$ cat src/rtl/vga_sync_gen_mm_pkg.sv
// Timing types, default mode constants and the limit calculation shared by
// the VGA timing generator and its per-axis counter.
package vga_timing_pkg;

   localparam int TIM_W = 16;

   typedef struct packed {
      logic [TIM_W-1:0] h_active;
      logic [TIM_W-1:0] h_fp;
      logic [TIM_W-1:0] h_sync;
      logic [TIM_W-1:0] h_bp;
      logic [TIM_W-1:0] v_active;
      logic [TIM_W-1:0] v_fp;
      logic [TIM_W-1:0] v_sync;
      logic [TIM_W-1:0] v_bp;
      logic             pol;
   } mode_timing_t;

   typedef struct packed {
      logic [TIM_W-1:0] active;
      logic [TIM_W-1:0] sync_start;
      logic [TIM_W-1:0] sync_end;
      logic [TIM_W-1:0] total;
   } axis_lim_t;

   localparam mode_timing_t MODE0_DEF = '{
      h_active: 16'd800, h_fp: 16'd56, h_sync: 16'd120, h_bp: 16'd64,
      v_active: 16'd600, v_fp: 16'd37, v_sync: 16'd6,   v_bp: 16'd23,
      pol: 1'b0};

   localparam mode_timing_t MODE1_DEF = '{
      h_active: 16'd640, h_fp: 16'd16, h_sync: 16'd96,  h_bp: 16'd48,
      v_active: 16'd480, v_fp: 16'd10, v_sync: 16'd2,   v_bp: 16'd33,
      pol: 1'b0};

   // Sync window is [sync_start, sync_end); the front porch follows the active area.
   function automatic axis_lim_t axis_limits(input logic [TIM_W-1:0] active,
                                             input logic [TIM_W-1:0] fp,
                                             input logic [TIM_W-1:0] sync,
                                             input logic [TIM_W-1:0] bp);
      axis_lim_t l;
      l.active     = active;
      l.sync_start = active + fp;
      l.sync_end   = active + fp + sync;
      l.total      = active + fp + sync + bp;
      return l;
   endfunction

endpackage

$ cat src/rtl/vga_sync_gen_mm_if.sv
// Control inputs and timing outputs of the VGA sync generator.
interface vga_sync_gen_mm_if #(parameter int CNT_W = 11);
   logic             pix_ce;
   logic             mode_sel;
   logic             h_sync;
   logic             v_sync;
   logic [CNT_W-1:0] h_pos;
   logic [CNT_W-1:0] v_pos;
   logic             blanking;
   logic             line_start;
   logic             frame_start;
   logic             active_mode;

   modport master (
      input  pix_ce, mode_sel,
      output h_sync, v_sync, h_pos, v_pos, blanking, line_start, frame_start, active_mode
   );

   modport slave (
      output pix_ce, mode_sel,
      input  h_sync, v_sync, h_pos, v_pos, blanking, line_start, frame_start, active_mode
   );
endinterface

$ cat src/rtl/vga_sync_gen_mm_sync_axis_timer.sv
// One timing axis: wrapping counter plus combinational sync/active window flags.
module sync_axis_timer #(
   parameter int CNT_W = 11
) (
   input  logic             clk,
   input  logic             rst,
   input  logic             advance,
   input  logic [CNT_W-1:0] total_m1,
   input  logic [CNT_W-1:0] active_len,
   input  logic [CNT_W-1:0] sync_start,
   input  logic [CNT_W-1:0] sync_end,
   output logic [CNT_W-1:0] count,
   output logic             wrap,
   output logic             sync_p,
   output logic             sync_n,
   output logic             active
);

   logic [CNT_W-1:0] cnt_q, cnt_d;

   assign wrap   = advance && (cnt_q == total_m1);
   assign sync_p = (cnt_q >= sync_start) && (cnt_q < sync_end);
   assign sync_n = ~sync_p;
   assign active = cnt_q < active_len;
   assign count  = cnt_q;

   always_comb begin
      cnt_d = cnt_q;
      if (wrap) begin
         cnt_d = '0;
      end else if (advance) begin
         cnt_d = cnt_q + 1'b1;
      end
   end

   always_ff @(posedge clk) begin
      if (rst) begin
         cnt_q <= '0;
      end else begin
         cnt_q <= cnt_d;
      end
   end

endmodule

$ cat src/rtl/vga_sync_gen_mm.sv
// Dual-mode VGA timing generator with pixel clock-enable; mode changes are
// taken only at the end of a frame so no partial frames are emitted.
module vga_sync_gen_mm
   import vga_timing_pkg::*;
#(
   parameter int          CNT_W       = 11,
   parameter int unsigned M0_H_ACTIVE = 800,
   parameter int unsigned M0_H_FP     = 56,
   parameter int unsigned M0_H_SYNC   = 120,
   parameter int unsigned M0_H_BP     = 64,
   parameter int unsigned M0_V_ACTIVE = 600,
   parameter int unsigned M0_V_FP     = 37,
   parameter int unsigned M0_V_SYNC   = 6,
   parameter int unsigned M0_V_BP     = 23,
   parameter int unsigned M1_H_ACTIVE = 640,
   parameter int unsigned M1_H_FP     = 16,
   parameter int unsigned M1_H_SYNC   = 96,
   parameter int unsigned M1_H_BP     = 48,
   parameter int unsigned M1_V_ACTIVE = 480,
   parameter int unsigned M1_V_FP     = 10,
   parameter int unsigned M1_V_SYNC   = 2,
   parameter int unsigned M1_V_BP     = 33,
   parameter bit          M0_SYNC_POL = MODE0_DEF.pol,
   parameter bit          M1_SYNC_POL = MODE1_DEF.pol
) (
   input logic              clk,
   input logic              reset,
   vga_sync_gen_mm_if.master bus
);

   localparam axis_lim_t M0_H = axis_limits(TIM_W'(M0_H_ACTIVE), TIM_W'(M0_H_FP),
                                            TIM_W'(M0_H_SYNC), TIM_W'(M0_H_BP));
   localparam axis_lim_t M0_V = axis_limits(TIM_W'(M0_V_ACTIVE), TIM_W'(M0_V_FP),
                                            TIM_W'(M0_V_SYNC), TIM_W'(M0_V_BP));
   localparam axis_lim_t M1_H = axis_limits(TIM_W'(M1_H_ACTIVE), TIM_W'(M1_H_FP),
                                            TIM_W'(M1_H_SYNC), TIM_W'(M1_H_BP));
   localparam axis_lim_t M1_V = axis_limits(TIM_W'(M1_V_ACTIVE), TIM_W'(M1_V_FP),
                                            TIM_W'(M1_V_SYNC), TIM_W'(M1_V_BP));

   localparam int CNT_SPAN = 1 << CNT_W;

   if (int'(M0_H.total) > CNT_SPAN || int'(M0_V.total) > CNT_SPAN ||
       int'(M1_H.total) > CNT_SPAN || int'(M1_V.total) > CNT_SPAN) begin : g_cnt_w_check
      $error("vga_sync_gen_mm: CNT_W too small for configured timing totals");
   end

   logic mode_q, mode_d;
   logic h_sync_q, h_sync_d;
   logic v_sync_q, v_sync_d;
   logic [CNT_W-1:0] h_pos_q, h_pos_d;
   logic [CNT_W-1:0] v_pos_q, v_pos_d;
   logic blanking_q, blanking_d;
   logic line_start_q, line_start_d;
   logic frame_start_q, frame_start_d;
   logic active_mode_q, active_mode_d;

   axis_lim_t h_lim, v_lim;
   logic      pol;

   always_comb begin
      h_lim = mode_q ? M1_H : M0_H;
      v_lim = mode_q ? M1_V : M0_V;
      pol   = mode_q ? M1_SYNC_POL : M0_SYNC_POL;
   end

   logic [CNT_W-1:0] h_cnt, v_cnt;
   logic h_wrap, v_wrap;
   logic h_sp, h_sn, v_sp, v_sn;
   logic h_act, v_act;

   sync_axis_timer #(.CNT_W(CNT_W)) u_h_timer (
      .clk       (clk),
      .rst       (reset),
      .advance   (bus.pix_ce),
      .total_m1  (CNT_W'(h_lim.total - 1'b1)),
      .active_len(CNT_W'(h_lim.active)),
      .sync_start(CNT_W'(h_lim.sync_start)),
      .sync_end  (CNT_W'(h_lim.sync_end)),
      .count     (h_cnt),
      .wrap      (h_wrap),
      .sync_p    (h_sp),
      .sync_n    (h_sn),
      .active    (h_act)
   );

   sync_axis_timer #(.CNT_W(CNT_W)) u_v_timer (
      .clk       (clk),
      .rst       (reset),
      .advance   (h_wrap),
      .total_m1  (CNT_W'(v_lim.total - 1'b1)),
      .active_len(CNT_W'(v_lim.active)),
      .sync_start(CNT_W'(v_lim.sync_start)),
      .sync_end  (CNT_W'(v_lim.sync_end)),
      .count     (v_cnt),
      .wrap      (v_wrap),
      .sync_p    (v_sp),
      .sync_n    (v_sn),
      .active    (v_act)
   );

   // Decode stage: outputs reflect the counters as they were before this edge.
   always_comb begin
      mode_d        = mode_q;
      h_sync_d      = h_sync_q;
      v_sync_d      = v_sync_q;
      h_pos_d       = h_pos_q;
      v_pos_d       = v_pos_q;
      blanking_d    = blanking_q;
      line_start_d  = 1'b0;
      frame_start_d = 1'b0;
      active_mode_d = active_mode_q;
      if (bus.pix_ce) begin
         h_sync_d      = pol ? h_sp : h_sn;
         v_sync_d      = pol ? v_sp : v_sn;
         blanking_d    = !(h_act && v_act);
         h_pos_d       = (h_act && v_act) ? h_cnt : '0;
         v_pos_d       = (h_act && v_act) ? v_cnt : '0;
         line_start_d  = (h_cnt == '0);
         frame_start_d = (h_cnt == '0) && (v_cnt == '0);
         active_mode_d = mode_q;
         if (v_wrap) begin
            mode_d = bus.mode_sel;
         end
      end
   end

   always_ff @(posedge clk) begin
      if (reset) begin
         mode_q        <= bus.mode_sel;
         h_sync_q      <= bus.mode_sel ? ~M1_SYNC_POL : ~M0_SYNC_POL;
         v_sync_q      <= bus.mode_sel ? ~M1_SYNC_POL : ~M0_SYNC_POL;
         h_pos_q       <= '0;
         v_pos_q       <= '0;
         blanking_q    <= 1'b1;
         line_start_q  <= 1'b0;
         frame_start_q <= 1'b0;
         active_mode_q <= bus.mode_sel;
      end else begin
         mode_q        <= mode_d;
         h_sync_q      <= h_sync_d;
         v_sync_q      <= v_sync_d;
         h_pos_q       <= h_pos_d;
         v_pos_q       <= v_pos_d;
         blanking_q    <= blanking_d;
         line_start_q  <= line_start_d;
         frame_start_q <= frame_start_d;
         active_mode_q <= active_mode_d;
      end
   end

   assign bus.h_sync      = h_sync_q;
   assign bus.v_sync      = v_sync_q;
   assign bus.h_pos       = h_pos_q;
   assign bus.v_pos       = v_pos_q;
   assign bus.blanking    = blanking_q;
   assign bus.line_start  = line_start_q;
   assign bus.frame_start = frame_start_q;
   assign bus.active_mode = active_mode_q;

endmodule

$ cat src/flat_wrapper.sv
// flat-port wrapper written by rule: the top's interface ports become plain ports
module vga_sync_gen_mm_flat import vga_timing_pkg::*;
#(
   parameter int          CNT_W       = 11,
   parameter int unsigned M0_H_ACTIVE = 800,
   parameter int unsigned M0_H_FP     = 56,
   parameter int unsigned M0_H_SYNC   = 120,
   parameter int unsigned M0_H_BP     = 64,
   parameter int unsigned M0_V_ACTIVE = 600,
   parameter int unsigned M0_V_FP     = 37,
   parameter int unsigned M0_V_SYNC   = 6,
   parameter int unsigned M0_V_BP     = 23,
   parameter int unsigned M1_H_ACTIVE = 640,
   parameter int unsigned M1_H_FP     = 16,
   parameter int unsigned M1_H_SYNC   = 96,
   parameter int unsigned M1_H_BP     = 48,
   parameter int unsigned M1_V_ACTIVE = 480,
   parameter int unsigned M1_V_FP     = 10,
   parameter int unsigned M1_V_SYNC   = 2,
   parameter int unsigned M1_V_BP     = 33,
   parameter bit          M0_SYNC_POL = MODE0_DEF.pol,
   parameter bit          M1_SYNC_POL = MODE1_DEF.pol
)
  (clk, reset, bus_pix_ce, bus_mode_sel, bus_h_sync, bus_v_sync, bus_h_pos, bus_v_pos, bus_blanking, bus_line_start, bus_frame_start, bus_active_mode);
  vga_sync_gen_mm_if #(.CNT_W(CNT_W)) bus_i ();
  input logic clk;
  input logic reset;
  input wire logic [$bits(bus_i.pix_ce)-1:0] bus_pix_ce;
  input wire logic [$bits(bus_i.mode_sel)-1:0] bus_mode_sel;
  output wire logic [$bits(bus_i.h_sync)-1:0] bus_h_sync;
  output wire logic [$bits(bus_i.v_sync)-1:0] bus_v_sync;
  output wire logic [$bits(bus_i.h_pos)-1:0] bus_h_pos;
  output wire logic [$bits(bus_i.v_pos)-1:0] bus_v_pos;
  output wire logic [$bits(bus_i.blanking)-1:0] bus_blanking;
  output wire logic [$bits(bus_i.line_start)-1:0] bus_line_start;
  output wire logic [$bits(bus_i.frame_start)-1:0] bus_frame_start;
  output wire logic [$bits(bus_i.active_mode)-1:0] bus_active_mode;
  assign bus_i.pix_ce = bus_pix_ce;
  assign bus_i.mode_sel = bus_mode_sel;
  assign bus_h_sync = bus_i.h_sync;
  assign bus_v_sync = bus_i.v_sync;
  assign bus_h_pos = bus_i.h_pos;
  assign bus_v_pos = bus_i.v_pos;
  assign bus_blanking = bus_i.blanking;
  assign bus_line_start = bus_i.line_start;
  assign bus_frame_start = bus_i.frame_start;
  assign bus_active_mode = bus_i.active_mode;
  vga_sync_gen_mm #(.CNT_W(CNT_W), .M0_H_ACTIVE(M0_H_ACTIVE), .M0_H_FP(M0_H_FP), .M0_H_SYNC(M0_H_SYNC), .M0_H_BP(M0_H_BP), .M0_V_ACTIVE(M0_V_ACTIVE), .M0_V_FP(M0_V_FP), .M0_V_SYNC(M0_V_SYNC), .M0_V_BP(M0_V_BP), .M1_H_ACTIVE(M1_H_ACTIVE), .M1_H_FP(M1_H_FP), .M1_H_SYNC(M1_H_SYNC), .M1_H_BP(M1_H_BP), .M1_V_ACTIVE(M1_V_ACTIVE), .M1_V_FP(M1_V_FP), .M1_V_SYNC(M1_V_SYNC), .M1_V_BP(M1_V_BP), .M0_SYNC_POL(M0_SYNC_POL), .M1_SYNC_POL(M1_SYNC_POL)) u_core (.clk(clk), .reset(reset), .bus(bus_i));
endmodule
$ cat config.mk
export PLATFORM = sky130hd
export DESIGN_NAME = vga_sync_gen_mm_flat
export DESIGN_NICKNAME = d
export VERILOG_FILES = /design/src/rtl/vga_sync_gen_mm_pkg.sv /design/src/rtl/vga_sync_gen_mm_if.sv /design/src/rtl/vga_sync_gen_mm_sync_axis_timer.sv /design/src/rtl/vga_sync_gen_mm.sv /design/src/flat_wrapper.sv
export SDC_FILE = /design/constraint.sdc
export NUM_CORES = 1
export LEC_CHECK = 0
export CORE_MARGIN = 3
export CORE_UTILIZATION = 45
export CTS_BUF_LIST = sky130_fd_sc_hd__clkbuf_8
export DETAILED_ROUTE_END_ITERATION = 10
export PLACE_DENSITY = 0.7
export SYNTH_ARGS = -nofsm -noshare
export SYNTH_HDL_FRONTEND = slang
export SYNTH_SLANG_ARGS = --single-unit
$ cat constraint.sdc
create_clock -name clk -period 2.6 [get_ports clk]
set_clock_uncertainty 0.05 [all_clocks]
set_input_delay 0.52 -clock clk [delete_from_list [all_inputs] [get_ports clk]]
set_output_delay 0.52 -clock clk [all_outputs]
set_load 0.02 [all_outputs]
## Yosys cells after proc, flatten, opt, wreduce, memory -nomap -nowiden

Index checks and enable logic that the tools add are counted.

- $mul: 0
- Shifts and indexed selects: 0
- Equal/unequal tests: 2
- Reduce and logical (&&, ||, !) cells: 15
- Divide/modulo/power cells: 0
- Mux-type cells: 9
- $lt $le $gt $ge: 6
- Bitwise logic cells: 3
- Add/subtract/negate cells: 4

Operator list:

| kind | count |
|---|---|
| $mux 58 | 1 |
| $mux 57 | 1 |
| $lt 11x11->1 | 4 |
| $add 11x1->11 const B | 2 |
| $eq 11x11->1 | 2 |
| $ge 11x11->1 | 2 |
| $logic_not 11->1 | 2 |
| $mux 11 | 2 |
| $sub 11x1->11 const B | 2 |
| $logic_and 1x1->1 | 6 |
| $reduce_or 2->1 | 3 |
| $mux 1 | 5 |
| $reduce_bool 2->1 | 2 |
| $not 1->1 | 3 |
| $reduce_and 2->1 | 1 |
| $logic_not 1->1 | 1 |

- Latch bits: 0
- Logic and storage cells: 50
- Bits in registers: 51
- RAM bits: 0
- Memories: 0
- ROM bits: 0

## Longest topological paths before layout

- Word-level depth: 8
- Mapped depth: 7
- Mapped depth without buffers: 6

## By module

From an unflattened synthesis, not the netlist that was laid out.

- Cell total of the unflattened synthesis: 432
- Area, all modules: 3737.3 µm²

By module, submodules not included:

| module | cells each | instances | area each (µm²) | sequential area each (µm²) |
|---|---|---|---|---|
| sync_axis_timer | 176 | 2 | 1372.6 | 220.2 |
| vga_sync_gen_mm | 80 | 1 | 992.2 | 600.6 |

## Least setup slack after synthesis

Ideal clock, no wire load.

- Path type: reg2reg
- From: register u_core.mode_q
- To: register u_core.v_sync_q, in the netlist u_core.bus.v_sync
- Clock period less this slack: 2.208 ns
- Library setup time: 0.141 ns
- Path buffers: 0
- Required time: 2.409 ns
- Cell stages (with the launch flop): 7
- Slack: 0.392 ns
- Arrival time: 2.017 ns
- Cells stage by stage: edfxtp_1 > inv_1 > ha_1 > nand3b_1 > or4b_2 > o21ai_0 > o311ai_0

- Longest elaborated chain between the ends: 4
- Elaborated cells between the ends (all ways): 5
- Classes of those cells: 2 x order compare; 1 x mux; 1 x bitwise; 1 x reduce/logical

Ends and longest elaborated chain:

| what | RTL line | text |
|---|---|---|
| from (decl) | vga_sync_gen_mm.sv:47 | `logic mode_q, mode_d;` |
| from (signal assigned) | vga_sync_gen_mm.sv:129 | `mode_q <= bus.mode_sel;` |
| from (signal assigned) | vga_sync_gen_mm.sv:139 | `mode_q <= mode_d;` |
| $mux 58 (*) | vga_sync_gen_mm.sv:62 | `v_lim = mode_q ? M1_V : M0_V;` |
| $ge 11x11->1 / $lt 11x11->1 (equally long branches) | vga_sync_gen_mm_sync_axis_timer.sv:22 | `assign sync_p = (cnt_q >= sync_start) && (cnt_q < sync_end);` |
| $logic_and 1x1->1 (*) | vga_sync_gen_mm_sync_axis_timer.sv:22 |  |
| $not 1->1 (*) | vga_sync_gen_mm_sync_axis_timer.sv:23 | `assign sync_n = ~sync_p;` |
| to (signal assigned) | vga_sync_gen_mm.sv:131 | `v_sync_q <= bus.mode_sel ? ~M1_SYNC_POL : ~M0_SYNC_POL;` |
| to (signal assigned) | vga_sync_gen_mm.sv:141 | `v_sync_q <= v_sync_d;` |
| to (decl) | vga_sync_gen_mm.sv:49 | `logic v_sync_q, v_sync_d;` |

Mark *: on every way between the ends. The rest lies on a longest branch, timed or not.
A chain may end at the register's enable or synchronous reset.

## Worst setup path after layout

- From: register u_core.mode_q
- To: register u_core.u_v_timer.cnt_q[6], in the netlist u_core.u_v_timer.count[6]

- Longest elaborated chain between the ends: 6
- Elaborated cells between the ends (all ways): 9
- Classes of those cells: 2 x add/sub; 2 x eq/ne; 2 x mux; 3 x reduce/logical

Ends and longest elaborated chain:

| what | RTL line | text |
|---|---|---|
| $mux 57 | vga_sync_gen_mm.sv:61 | `h_lim = mode_q ? M1_H : M0_H;` |
| $sub 11x1->11 | vga_sync_gen_mm.sv:75 | `.total_m1 (CNT_W'(h_lim.total - 1'b1)),` |
| $eq 11x11->1 | vga_sync_gen_mm_sync_axis_timer.sv:21 | `assign wrap = advance && (cnt_q == total_m1);` |
| $logic_and 1x1->1 (2 in series) | vga_sync_gen_mm_sync_axis_timer.sv:21 |  |
| $reduce_or 2->1 (no line) | n/a |  |
| to (signal assigned) | vga_sync_gen_mm_sync_axis_timer.sv:40 | `cnt_q <= cnt_d;` |
| to (decl) | vga_sync_gen_mm_sync_axis_timer.sv:19 | `logic [CNT_W-1:0] cnt_q, cnt_d;` |

Parallel ways exist; a longest one is shown, timed or not.

==> impl_metrics.ini <==
[finish]
layout-drive-gt1-share = 0.07855
final_nets = 357
post-route-util = 0.5688
register_area_um2 = 1041
area_growth_syn_to_layout_pct = 20.72
fillers = 507
multiInputGateArea_um2 = 1433
final_cells = 403
n_antenna_cell = 0

[global_routing]
grt_max_degree = 23
grt.overflow.total = 0
grt_pass1_vias = 2026
grtUsageTotal = 0.1913
antenna_found_initial = 0
grt_first_pass_wirelength_um = 9956

[die]
die_h_um = 82.40
initial_core_util = 0.4712
dieWidth_um = 82.40
std_cell_rows = 27
core_um2 = 5574
die_area_um2 = 6789
num_io_pins = 32

[routing]
drt-initial-drc-count = 118
postRouteAntennaNets = 0
viasPerCell = 5.744
post-route-drc-count = 0
wl_um = 6172
avgRoutedWirePerCell_um = 15.32
dr_total_vias = 2315
firstDrtPassIters = 4

[timing]
fmax_mhz = 422.1
slew_violations = 0
tightestPinTransition_ps = 552.1
maxSlewHeadroom = 0.6285
min_period_ps = 2369
finalCritPeriodShare = 0.9113
hold_slack_ps = 408.1
rsz0062_at_grt = false
timing.final.ws_setup_ps = 230.7
tns_ps = 0
setup_violations = 0
hold_viol = 0

[placement]
dp_hpwl_um = 4586
dp_cells = 395
port_buffers = 31
gp_congestion = 0.9154
place_ws_ps = 136.4

[setup_path]
worstPathRequired_ps = 2770
start_kind = flip-flop
path_class = reg2reg
r2r-start = u_core.mode_q
critPathSlowestCell = a31oi_2
timing.rr.end = u_core.u_v_timer.count[6]
cp-end-kind = flip-flop
rr_worst_depth = 6
crit_arrival_ps = 2540
rrSetupSlack_ps = 230
path_cells = inv_1 > ha_1 > and3_1 > a31oi_2 > nand2_2 > o31ai_1
slowest_delay_ps = 500
cp_max_fo = 10
startpoint = u_core.mode_q

[logic_synthesis]
synth_edf_count = 2
yosysTopAreaCellShare = 0.3735
yosysSeqAreaShare = 0.3964
ys_ff_latch = 51
synth_nets = 320
synth_async_sr_flop_share = 0
dominantRegCellSynth = dfxtp_1
synthCells = 293
avgSynthCellArea_um2 = 8.963
synth.area.top_cells = dfxtp_1 (37%), ha_1 (11%), o31ai_1 (7.4%), nand2_1 (4.6%), inv_1 (3.6%)
ys_warn_count = 0
synth_cell_type_count = 54
syn_area_um2 = 2626
synth_top_area_cell = dfxtp_1

[clock_network]
clk_latency_ps = 300
h-tree-depth = 2
cts.sinks = 51
root_buffer = clkbuf_8
numCtsBuffers = 5
post_cts_resized = 0
postCtsHoldBufs = 0
clk_pin_slew_ps = 90
cts_tree = built
cts.path.max_buffers = 2
postCtsSetupRepairBufs = 0

[power]
netSwitchingPower_w = 0.0003441
intPower_w = 0.001133
switching_share = 0.2330
p_leak_nw = 1.139
clkPwrFrac = 0.375
seqPwrFrac = 0.544
p_per_area_nw_per_um2 = 465.7
pwr-share-comb = 0.082
vdd_ir_drop_max_mv = 0.2231

[min_path]
whs_path_depth = 2
min_to = u_core.bus.v_pos[6]
min_from = u_core.bus.v_pos[6]
hold_class = reg2reg

[run_status]
status = finished clean

[run]
cap_violations = 0
## metal layers
metal	GRT usage	routed length, µm
met1	0.2747	2989
met2	0.2965	2801
met3	0.03254	327
met4	0.04651	53
met5	0	0
## sequential cells by signal, summed over array words and instances, names as in the netlist
register and flops:
u_core.bus.v_sync 1, u_core.bus.blanking 1, u_core.bus.active_mode 1, u_core.u_h_timer.count 11, u_core.bus.v_pos 11, u_core.bus.line_start 1, u_core.bus.h_sync 1, u_core.u_v_timer.count 11
u_core.mode_q 1, u_core.bus.frame_start 1, u_core.bus.h_pos 11
## critical path, delay by kind of cell, from the launching register on
family | cells | cell delay, ps
buf+inv | 1 | 280
flops | 1 | 390
fa+ha+maj | 1 | 340
simple gates | 2 | 450
compound gates | 2 | 780
## stage by stage
step	area, µm²	total power, W
finish	3171	0.001477
global route	3171	0.001532
CTS	3171	0.001483
detailed placement	3058	0.0009407
global placement	3058	0.0009376
floorplan	2626	0.0008940
## synthesized netlist by cell type (3+ instances only)
library cell  count
dfxtp_1          49
nand2_1          32
o31ai_1          26
inv_1            25
ha_1             23
nor2_1           20
clkbuf_1         10
xnor2_1          10
nand3_1           8
o21ai_0           8
nor4_1            7
a21oi_1           5
a31oi_1           4
a32oi_1           4
and3_1            4
nand4_1           4
o211ai_1          4
nand2b_1          3
nor2b_1           3
nor3_1            3
## power by group through the flow
stage                logic, W  registers (W)  clock network (W)
finish               0.000120       0.000803           0.000553
global route         0.000134       0.000805           0.000593
CTS                  0.000120       0.000803           0.000559
detailed placement   0.000119       0.000822                  0
global placement     0.000116       0.000821                  0
floorplan           0.0000632       0.000831                  0
## layout by cell type (no fill, tap or decap), types with 5 or more instances in the layout
cell / instances
a21oi_1: 5
nor4_1: 7
nor2_1: 20
clkbuf_8: 5
inv_1: 25
buf_4: 12
xnor2_1: 10
nand2_1: 32
ha_1: 23
nand3_1: 8
o31ai_1: 26
dfxtp_1: 49
clkdlybuf4s50_1: 31
o21ai_0: 8
## worst max-delay path by stage
stage | end | slack, ps
6_report | u_core.u_v_timer.count[6] | 230
5_1_grt | u_core.u_v_timer.count[10] | 10
3_5_place_dp | u_core.bus.v_pos[8] | 140
2_1_floorplan | u_core.bus.v_sync | 390
4_1_cts | u_core.u_v_timer.count[6] | 230
3_3_place_gp | u_core.u_v_timer.count[6] | 210
## cell families (layout without fill, tap and decap cells)
logic type,Yosys count,in the layout,share of synthesized area
muxes,1,1,0.003811
DFF,51,51,0.3964
AOI/OAI and AO/OA,71,71,0.2077
and+or+nand+nor,99,99,0.1910
xor gates and xnor gates,10,10,0.03335
buffers and inverters,38,76,0.05812
adders and majority gates,23,23,0.1096
## layout make-up
cell class              count  area share
clock buffers               5     0.02170
clock inverters             3     0.01381
inverters                  25     0.02960
multi-input cells         204      0.4519
flip-flops and latches     51      0.3283
well taps                  72     0.02841
repair buffers             43      0.1263
Note: power is estimated with default switching activity, not from simulation.
